`config.mk`:
```
export PLATFORM = sky130hd
export DESIGN_NAME = shot_capture
export DESIGN_NICKNAME = d
export VERILOG_FILES = /design/src/rtl/shot_capture.sv
export SDC_FILE = /design/constraint.sdc
export NUM_CORES = 1
export LEC_CHECK = 0
export BUFFER_PORTS_ARGS = -buffer_cell sky130_fd_sc_hd__buf_2
export CORE_MARGIN = 4
export CORE_UTILIZATION = 59
export DETAILED_ROUTE_END_ITERATION = 10
export GPL_TIMING_DRIVEN = 0
export PLACE_DENSITY = 0.86
export SLEW_MARGIN = 10
export SYNTH_ARGS = -nofsm -noshare
export SYNTH_HDL_FRONTEND = slang
export SYNTH_SLANG_ARGS = --single-unit
```
`constraint.sdc`:
```
create_clock -name clk -period 3.86 [get_ports clk]
set_input_delay 0.386 -clock clk [delete_from_list [all_inputs] [get_ports clk]]
set_output_delay 0.386 -clock clk [all_outputs]
set_load 0.01 [all_outputs]
```
`src/rtl/shot_capture.sv`:
```
// shot_capture: debounces the fire button, latches the tracker spot on the next
// valid frame (or reports a miss on timeout), pulses trigger for the scoring
// stage, enforces a cooldown and tracks shots per round.
module shot_capture #(
  parameter int unsigned DEBOUNCE_CYCLES = 650_000,
  parameter int unsigned COOLDOWN_CYCLES = 32_500_000,
  parameter int unsigned SPOT_TIMEOUT    = 2_200_000,
  parameter int unsigned SHOTS_PER_ROUND = 10,
  parameter logic [10:0] MISS_X          = 11'd0,
  parameter logic [9:0]  MISS_Y          = 10'd0
) (
  input  logic        clk,
  input  logic        reset,
  input  logic        fire_btn,
  input  logic        new_round,
  input  logic        spot_valid,
  input  logic [10:0] spot_x,
  input  logic [9:0]  spot_y,
  output logic [10:0] hit_x,
  output logic [9:0]  hit_y,
  output logic        trigger,
  output logic        miss,
  output logic        clear,
  output logic [3:0]  shots_left,
  output logic        round_over,
  output logic        busy
);

  localparam int unsigned DB_W = $clog2(DEBOUNCE_CYCLES + 1);
  localparam int unsigned CD_W = $clog2(COOLDOWN_CYCLES + 1);
  localparam int unsigned TO_W = $clog2(SPOT_TIMEOUT + 1);

  localparam logic [DB_W-1:0] DB_LAST    = DB_W'(DEBOUNCE_CYCLES - 1);
  localparam logic [CD_W-1:0] CD_LAST    = CD_W'(COOLDOWN_CYCLES - 1);
  localparam logic [TO_W-1:0] TO_LAST    = TO_W'(SPOT_TIMEOUT - 1);
  localparam logic [3:0]      SHOTS_INIT = 4'(SHOTS_PER_ROUND);

  typedef enum logic [2:0] {
    READY    = 3'd0,
    ARMED    = 3'd1,
    FIRE     = 3'd2,
    COOLDOWN = 3'd3,
    DONE     = 3'd4
  } state_t;

  state_t            state;
  logic              btn_meta;
  logic              btn_sync;
  logic              btn_db;
  logic              btn_db_q;
  logic [DB_W-1:0]   db_cnt;
  logic [CD_W-1:0]   cd_cnt;
  logic [TO_W-1:0]   to_cnt;
  logic              press;

  // Two-flop synchroniser for the asynchronous pushbutton.
  always_ff @(posedge clk or posedge reset) begin
    if (reset) begin
      btn_meta <= 1'b0;
      btn_sync <= 1'b0;
    end else begin
      btn_meta <= fire_btn;
      btn_sync <= btn_meta;
    end
  end

  // Debounced level follows the synchronised button only after a full run of equal samples.
  always_ff @(posedge clk or posedge reset) begin
    if (reset) begin
      db_cnt   <= '0;
      btn_db   <= 1'b0;
      btn_db_q <= 1'b0;
    end else begin
      btn_db_q <= btn_db;
      if (btn_sync == btn_db) begin
        db_cnt <= '0;
      end else if (db_cnt == DB_LAST) begin
        db_cnt <= '0;
        btn_db <= btn_sync;
      end else begin
        db_cnt <= db_cnt + DB_W'(1);
      end
    end
  end

  assign press = btn_db & ~btn_db_q;

  // Shot sequencer; new_round overrides every state, including the FIRE cycle.
  always_ff @(posedge clk or posedge reset) begin
    if (reset) begin
      state      <= READY;
      hit_x      <= '0;
      hit_y      <= '0;
      trigger    <= 1'b0;
      miss       <= 1'b0;
      clear      <= 1'b0;
      shots_left <= SHOTS_INIT;
      round_over <= 1'b0;
      busy       <= 1'b0;
      cd_cnt     <= '0;
      to_cnt     <= '0;
    end else begin
      trigger <= 1'b0;
      clear   <= 1'b0;
      if (new_round) begin
        state      <= READY;
        clear      <= 1'b1;
        shots_left <= SHOTS_INIT;
        miss       <= 1'b0;
        round_over <= 1'b0;
        busy       <= 1'b0;
        cd_cnt     <= '0;
        to_cnt     <= '0;
      end else begin
        case (state)
          READY: begin
            if (press && shots_left != 4'd0) begin
              state  <= ARMED;
              to_cnt <= '0;
              busy   <= 1'b1;
            end
          end
          ARMED: begin
            if (spot_valid) begin
              hit_x <= spot_x;
              hit_y <= spot_y;
              miss  <= 1'b0;
              state <= FIRE;
            end else if (to_cnt == TO_LAST) begin
              hit_x <= MISS_X;
              hit_y <= MISS_Y;
              miss  <= 1'b1;
              state <= FIRE;
            end else begin
              to_cnt <= to_cnt + TO_W'(1);
            end
          end
          FIRE: begin
            trigger <= 1'b1;
            if (shots_left != 4'd0) begin
              shots_left <= shots_left - 4'd1;
            end
            cd_cnt <= '0;
            state  <= COOLDOWN;
          end
          COOLDOWN: begin
            if (cd_cnt == CD_LAST) begin
              if (shots_left == 4'd0) begin
                state      <= DONE;
                round_over <= 1'b1;
              end else begin
                state <= READY;
                busy  <= 1'b0;
              end
            end else begin
              cd_cnt <= cd_cnt + CD_W'(1);
            end
          end
          DONE: begin
            round_over <= 1'b1;
          end
          default: begin
            state <= READY;
            busy  <= 1'b0;
          end
        endcase
      end
    end
  end

endmodule

```
==> impl_metrics.ini, run 1 <==
[synthesis]
synth_top_family_by_area = simple AND/OR/NAND/NOR gates
syn_avg_cell_area_um2 = 9.83
synth_edf_count = 0
syn_inst = 543
synth_xor_area_share_pct = 3.61
synthAdderAreaFrac_pct = 0.937
synth_ff_type = dfrtp_1
synth_seq_cells = 104
synth_nets = 573
netlist_area_um2 = 5340
yosys.area_share.simple_pct = 24.5
ys_warn_count = 0
synth_cell_type_count = 63
muxShareOfSynthArea_pct = 0.422
ys_seq_area_share_pct = 48.8
synth_compound_area_share_pct = 18.4
async_reset_ff_share_pct = 100

[clock_tree]
cts-htree-levels = 3
cts-resized-gates = 0
clock-root-buffer = clkbuf_8
ctsHoldBuffers = 0
numClockSinks = 104
clockBufferDepth = 2
postCtsSetupBuffers = 0
clk_pin_slew_ns = 0.10
cts_buffers = 9
clk_latency_ns = 0.37
cts_tree = done

[placed_design]
place.port_buffers = 54
dpl.hpwl_mm = 8.59
gp_congestion = 0.910
place_inst = 706

[global_route]
grt_max_degree = 54
grt_pass1_vias = 4474
overflow = 0
antenna_found_initial = 0
grt_pass1_wl_mm = 20.7
globalRouteTotalUtil_pct = 24.2

[detailed_routing]
drt_first_pass_iters = 5
drt_iter0_markers = 316
drc = 0
ant_nets = 0
wirelength_mm = 12.3
vias = 4629
routed_via_density = 6.41
wl_per_cell_um = 17.0

[final_layout]
nets = 639
fill_cells = 679
synthToLayoutAreaGrowth_pct = 11.6
drive_gt1_share_pct = 17.4
finalNonFillerCells = 722
diodes = 0
fin_util_pct = 68.0

[power_and_ir_drop]
ir_drop_mv = 0.256
power_density_nw_per_um2 = 304
leakage_nw = 2.70

[setup_path]
cp-start-kind = flip-flop
arrival_ns = 2.95
crit_type = reg -> reg
critPathMaxStageDelay_ns = 0.56
crit_chain = inv_1, ha_1, nor3b_1, or3b_1, a211o_1, or2_2, buf_2, a221o_1
crit_required_ns = 4.12
slowest_stage = dfstp_2
crit_path_max_fanout = 10
crit_path_end_kind = flip-flop

[sta]
rsz0062_at_grt = false
fin_setup_tns_ns = 0
clock_skew_ns = 0.00793
tightest_slew_ns = 0.888
setup_viol = 0
period_share_pct = 69.7
period_needed_ns = 2.69
slew_viol_final = 0
hold_violations = 0
relSlewSlack_pct = 40.3
fmaxAchievable_ghz = 0.371

[floorplan]
die_area_um2 = 10600
io_pins = 56
die_x_um = 103
rows = 34
initial_core_util_pct = 60.9
die_h_um = 103
core_area_um2 = 8760

[flow_run]
drv_cap = 0

[run_status]
status = completed

[worst_hold_path]
holdCritPathClass = in -> async
## cell type report
type / instances / area [um^2] / share of cell area (%)
flip-flops and latches: 104 / 2610 / 43.7
clock inverters: 4 / 36.3 / 0.609
multi-input cells: 398 / 2560 / 42.9
inverters: 12 / 47.5 / 0.798
clock buffers: 12 / 145 / 2.44
well taps: 108 / 135 / 2.27
plain buffers: 29 / 134 / 2.25
repair buffers: 55 / 298 / 5.00
## cell usage in the layout (no fill, tap or decap), drive strengths merged, types with 4 or more instances in the layout
cell type | synthesis | layout
a211o | 7 | 7
a21oi | 14 | 14
a221o | 6 | 6
a22o | 21 | 21
a31oi | 7 | 7
and2 | 10 | 10
and3 | 15 | 15
and4 | 9 | 9
buf | 15 | 70
clkbuf | 14 | 26
dfrtp | 102 | 102
ha | 4 | 4
inv | 12 | 14
nand2 | 46 | 46
nand2b | 5 | 5
nand3 | 31 | 31
nand4 | 16 | 16
nor2 | 48 | 48
nor3 | 9 | 9
nor3b | 5 | 5
nor4 | 13 | 13
nor4b | 6 | 6
o211ai | 7 | 7
o21ai | 38 | 38
o31ai | 13 | 13
o41ai | 6 | 6
or3 | 6 | 6
or4 | 4 | 4
xnor2 | 15 | 15
xor2 | 7 | 7
## worst paths after layout
kind	startpoint	slack, ns	cells past startpoint	end
worst max-delay path	shots_left[1]	1.17	8	to_cnt[17]
worst min-delay path	reset	0.11	2	db_cnt[13]
worst max register to register	shots_left[1]	1.17	8	to_cnt[17]
worst min register to register	btn_meta	0.36	0	btn_sync
max in group asynchronous	reset	3.08	3	cd_cnt[13]
min in group clk	fire_btn	0.12	1	btn_meta
## routing by layer
layer	part of all wire (%)	track usage, %	vias up
met5	0	0	-
met1	44	32.7	2277
met2	49	39.4	153
met4	1.5	7.47	0
met3	5.4	5.01	20
li1	-	-	2179
## cell usage after synthesis (all sizes together), types with 13 or more instances
master	count	share of area, %
o31ai	13	1.8
o21ai	38	3.6
nor4	13	2.2
xnor2	15	2.5
a21oi	14	1.3
nand4	16	1.9
buf	15	1.5
a22o	21	3.4
nand3	31	2.9
nor2	48	3.4
dfrtp	102	48
and3	15	1.9
clkbuf	14	0.98
nand2	46	3.2
## kinds of logic (layout without fill, tap and decap cells)
| family | after synthesis | after routing |
|---|---|---|
| AO/OA/AOI/OAI | 138 | 138 |
| XOR/XNOR | 22 | 22 |
| adder cells (fa/ha/maj) | 4 | 4 |
| buffers and inverters | 41 | 112 |
| flip-flops | 104 | 104 |
| multiplexers | 2 | 2 |
| AND/OR/NAND/NOR | 232 | 232 |
## worst max-delay path: cells and delay by family (launching register included)
kind | cells | cell delay (ns)
compound gates | 2 | 0.71
fa+ha+maj | 1 | 0.18
buf+inv | 2 | 0.24
flops | 1 | 0.56
simple gates | 3 | 0.90
## flip-flops by register name, indices dropped and copies added (netlist names)
register / cells
miss: 1
btn_db_q: 1
clear: 1
to_cnt: 22
btn_db: 1
db_cnt: 20
shots_left: 4
state: 3
hit_y: 10
hit_x: 11
trigger: 1
cd_cnt: 25
busy: 1
btn_meta: 1
round_over: 1
btn_sync: 1
## where the power goes
part | leakage, nW | internal (mW) | switching, mW | total, mW
clock | 0.0891 | 0.261 | 0.378 | 0.640
combinational | 1.17 | 0.0232 | 0.0505 | 0.0737
sequential | 1.44 | 1.09 | 0.00350 | 1.10
total | 2.70 | 1.38 | 0.432 | 1.81
## per-stage QoR
stage / hold WS [ns] / setup slack, ns / total power [mW] / cell area, um^2
after floorplan: 0.331 / 0.745 / 1.16 / 5340
after global placement: 0.338 / -0.373 / 1.19 / 5750
after detailed placement: 0.338 / 1.21 / 1.19 / 5780
after CTS: 0.108 / 1.18 / 1.82 / 5960
after global routing: 0.102 / 1.03 / 1.88 / 5960
final: 0.109 / 1.17 / 1.81 / 5960
Note: power is estimated with default switching activity, not from simulation.
==> inputs of run 2 (changes only) <==
==> constraint.sdc (replaced) <==
create_clock -name clk -period 2.6 [get_ports clk]
set_input_delay 0.26 -clock clk [delete_from_list [all_inputs] [get_ports clk]]
set_output_delay 0.26 -clock clk [all_outputs]
set_load 0.01 [all_outputs]
==> run 2 against run 1 <==
Compared with the run above:
- count of clock-buffer cells in the layout fell by 3
- flip-flop and latch count did not move
- routed wire length rose by 4.5%
- sequential share of layout area fell by 0.78 points
- via count rose by 0.73%
- global-route usage rose by 0.83 points
- largest cell class unchanged
- largest power group unchanged
==> impl_metrics.ini, run 2 (synthesis gave the netlist of run 1 again) <==
[floorplan]
die_x_um = 103
rows = 34
die_h_um = 103
die_area_um2 = 10600
io_pins = 56
core_area_um2 = 8760
initial_core_util_pct = 60.9

[final_layout]
largest_register = cd_cnt
regArea_um2 = 2610
fin_util_pct = 69.2
reg.largest.list = cd_cnt (25), to_cnt (22), db_cnt (20)
layout_commonest_cell = dfrtp_1
largest_register_ffs = 25
multiInputGateArea_um2 = 2580
fill_cells = 661
diodes = 0
drive_gt1_share_pct = 17.8
nets = 642
synthToLayoutAreaGrowth_pct = 13.6
mostFrequentLayoutCells = 102 x dfrtp_1, 64 x buf_2, 48 x nor2_1

[worst_hold_path]
hold_path_end = clear
whs_path_depth = 1
hp-start = new_round
holdCritPathClass = in -> reg

[clock_tree]
clk_pin_slew_ns = 0.10
cts-htree-levels = 3
cts_tree = done
numClockSinks = 104
clk_latency_ns = 0.39
cts_buffers = 9
clock-root-buffer = clkbuf_8
clockBufferDepth = 2

[detailed_routing]
drc = 0
vias = 4663
wl_per_cell_um = 17.7
ant_nets = 0
drt_iter0_markers = 259
routed_via_density = 6.43
drt_first_pass_iters = 7
wirelength_mm = 12.9

[global_route]
grt_max_degree = 39
grt_pass1_vias = 4444
antenna_found_initial = 0
overflow = 0
grt_pass1_wl_mm = 21.1
globalRouteTotalUtil_pct = 25.0

[sta]
rsz0062_at_grt = false
clock_skew_ns = 0.0153
fin_setup_tns_ns = 0
period_needed_ns = 2.50
period_share_pct = 96.2
relSlewSlack_pct = 53.9
hold_violations = 0
slew_viol_final = 0
setup_viol = 0
tightest_slew_ns = 0.686
fmaxAchievable_ghz = 0.400

[setup_path]
rr_startpoint = shots_left[1]
crit_type = reg -> reg
ff2ff_path_depth = 7
crit_required_ns = 2.87
cp-start-kind = flip-flop
rr_endpoint = to_cnt[12]
crit_path_end_kind = flip-flop
crit_path_max_fanout = 10
regToRegSetupSlack_ns = 0.1
arrival_ns = 2.77

[power_and_ir_drop]
ir_drop_mv = 0.354
leakage_nw = 2.77
power_density_nw_per_um2 = 482

[run_status]
status = completed

[placed_design]
gp_congestion = 0.876
place.port_buffers = 54
dpl.hpwl_mm = 8.90

[flow_run]
drv_cap = 0
## run 2: changes by cell type in the layout (fill, tap and decap cells not counted), moves of 2 or more
cell           delta
buf_12            +2
bufinv_16         +2
clkbuf_1          -2
dlygate4sd3_1     +2
inv_8             +2
## run 2: where the power goes
part           internal (mW)  total [mW]  leakage, nW  switching (mW)
Clock                  0.565        1.18        0.120           0.613
Combinational         0.0397       0.117         1.21          0.0769
Sequential              1.62        1.63         1.44         0.00513
Total                   2.23        2.92         2.77           0.695
## run 2: worst max path at each step
stage	from	endpoint	slack (ns)	depth (start not counted)
4_1_cts	cd_cnt[0]	cd_cnt[24]	0.06	5
5_1_grt	shots_left[1]	to_cnt[17]	0.008	7
2_1_floorplan	shots_left[1]	to_cnt[12]	0.11	8
6_report	shots_left[1]	to_cnt[12]	0.1	7
3_3_place_gp	shots_left[1]	to_cnt[17]	-0.03	8
3_5_place_dp	shots_left[1]	to_cnt[12]	-0.11	8
## run 2: layout make-up
cell class                      instances  area share [%]
Multi-Input combinational cell        398            42.5
Tap cell                              108            2.23
Clock buffer                            9            2.04
Buffer                                 28            2.12
Inverter                               12           0.804
Clock inverter                          7            1.77
Sequential cell                       104            42.9
Timing Repair Buffer                   59            5.57
## run 2: metal layers
layer | vias to the layer above | routed length, um | global-route usage [%]
met5 | - | 0 | 0
met4 | 0 | 244 | 8.86
met3 | 27 | 784 | 5.95
met2 | 163 | 6440 | 42.0
met1 | 2297 | 5380 | 31.7
li1 | 2176 | - | -
## run 2: critical path, stage by stage (launching register included)
cell and delay (ns):
dfstp_2 0.56, inv_1 0.05, ha_1 0.18, nor3b_1 0.20, or3b_1 0.41, a211o_1 0.33
or2_4 0.30, a221o_1 0.37
## run 2: repair_timing
item,CTS,global route
resized for setup,1,2
cloned,0,0
hold endpoints to repair,31,0
pin swaps,1,0
hold buffers,2,0
endpoints found under the setup margin,9,8
buffers inserted,1,0
## run 2: metrics by stage
step,cells,setup WS [ns],hold WS [ns],power (mW),instance area [um^2]
final,725,0.0988,0.0677,2.92,6070
after global routing,725,0.00848,0.0546,3.03,6070
after CTS,725,0.0623,0.0581,2.94,6050
after detailed placement,707,-0.107,0.337,1.77,5790
after global placement,705,-0.0282,0.337,1.76,5750
after floorplan,543,0.109,0.291,1.72,5340
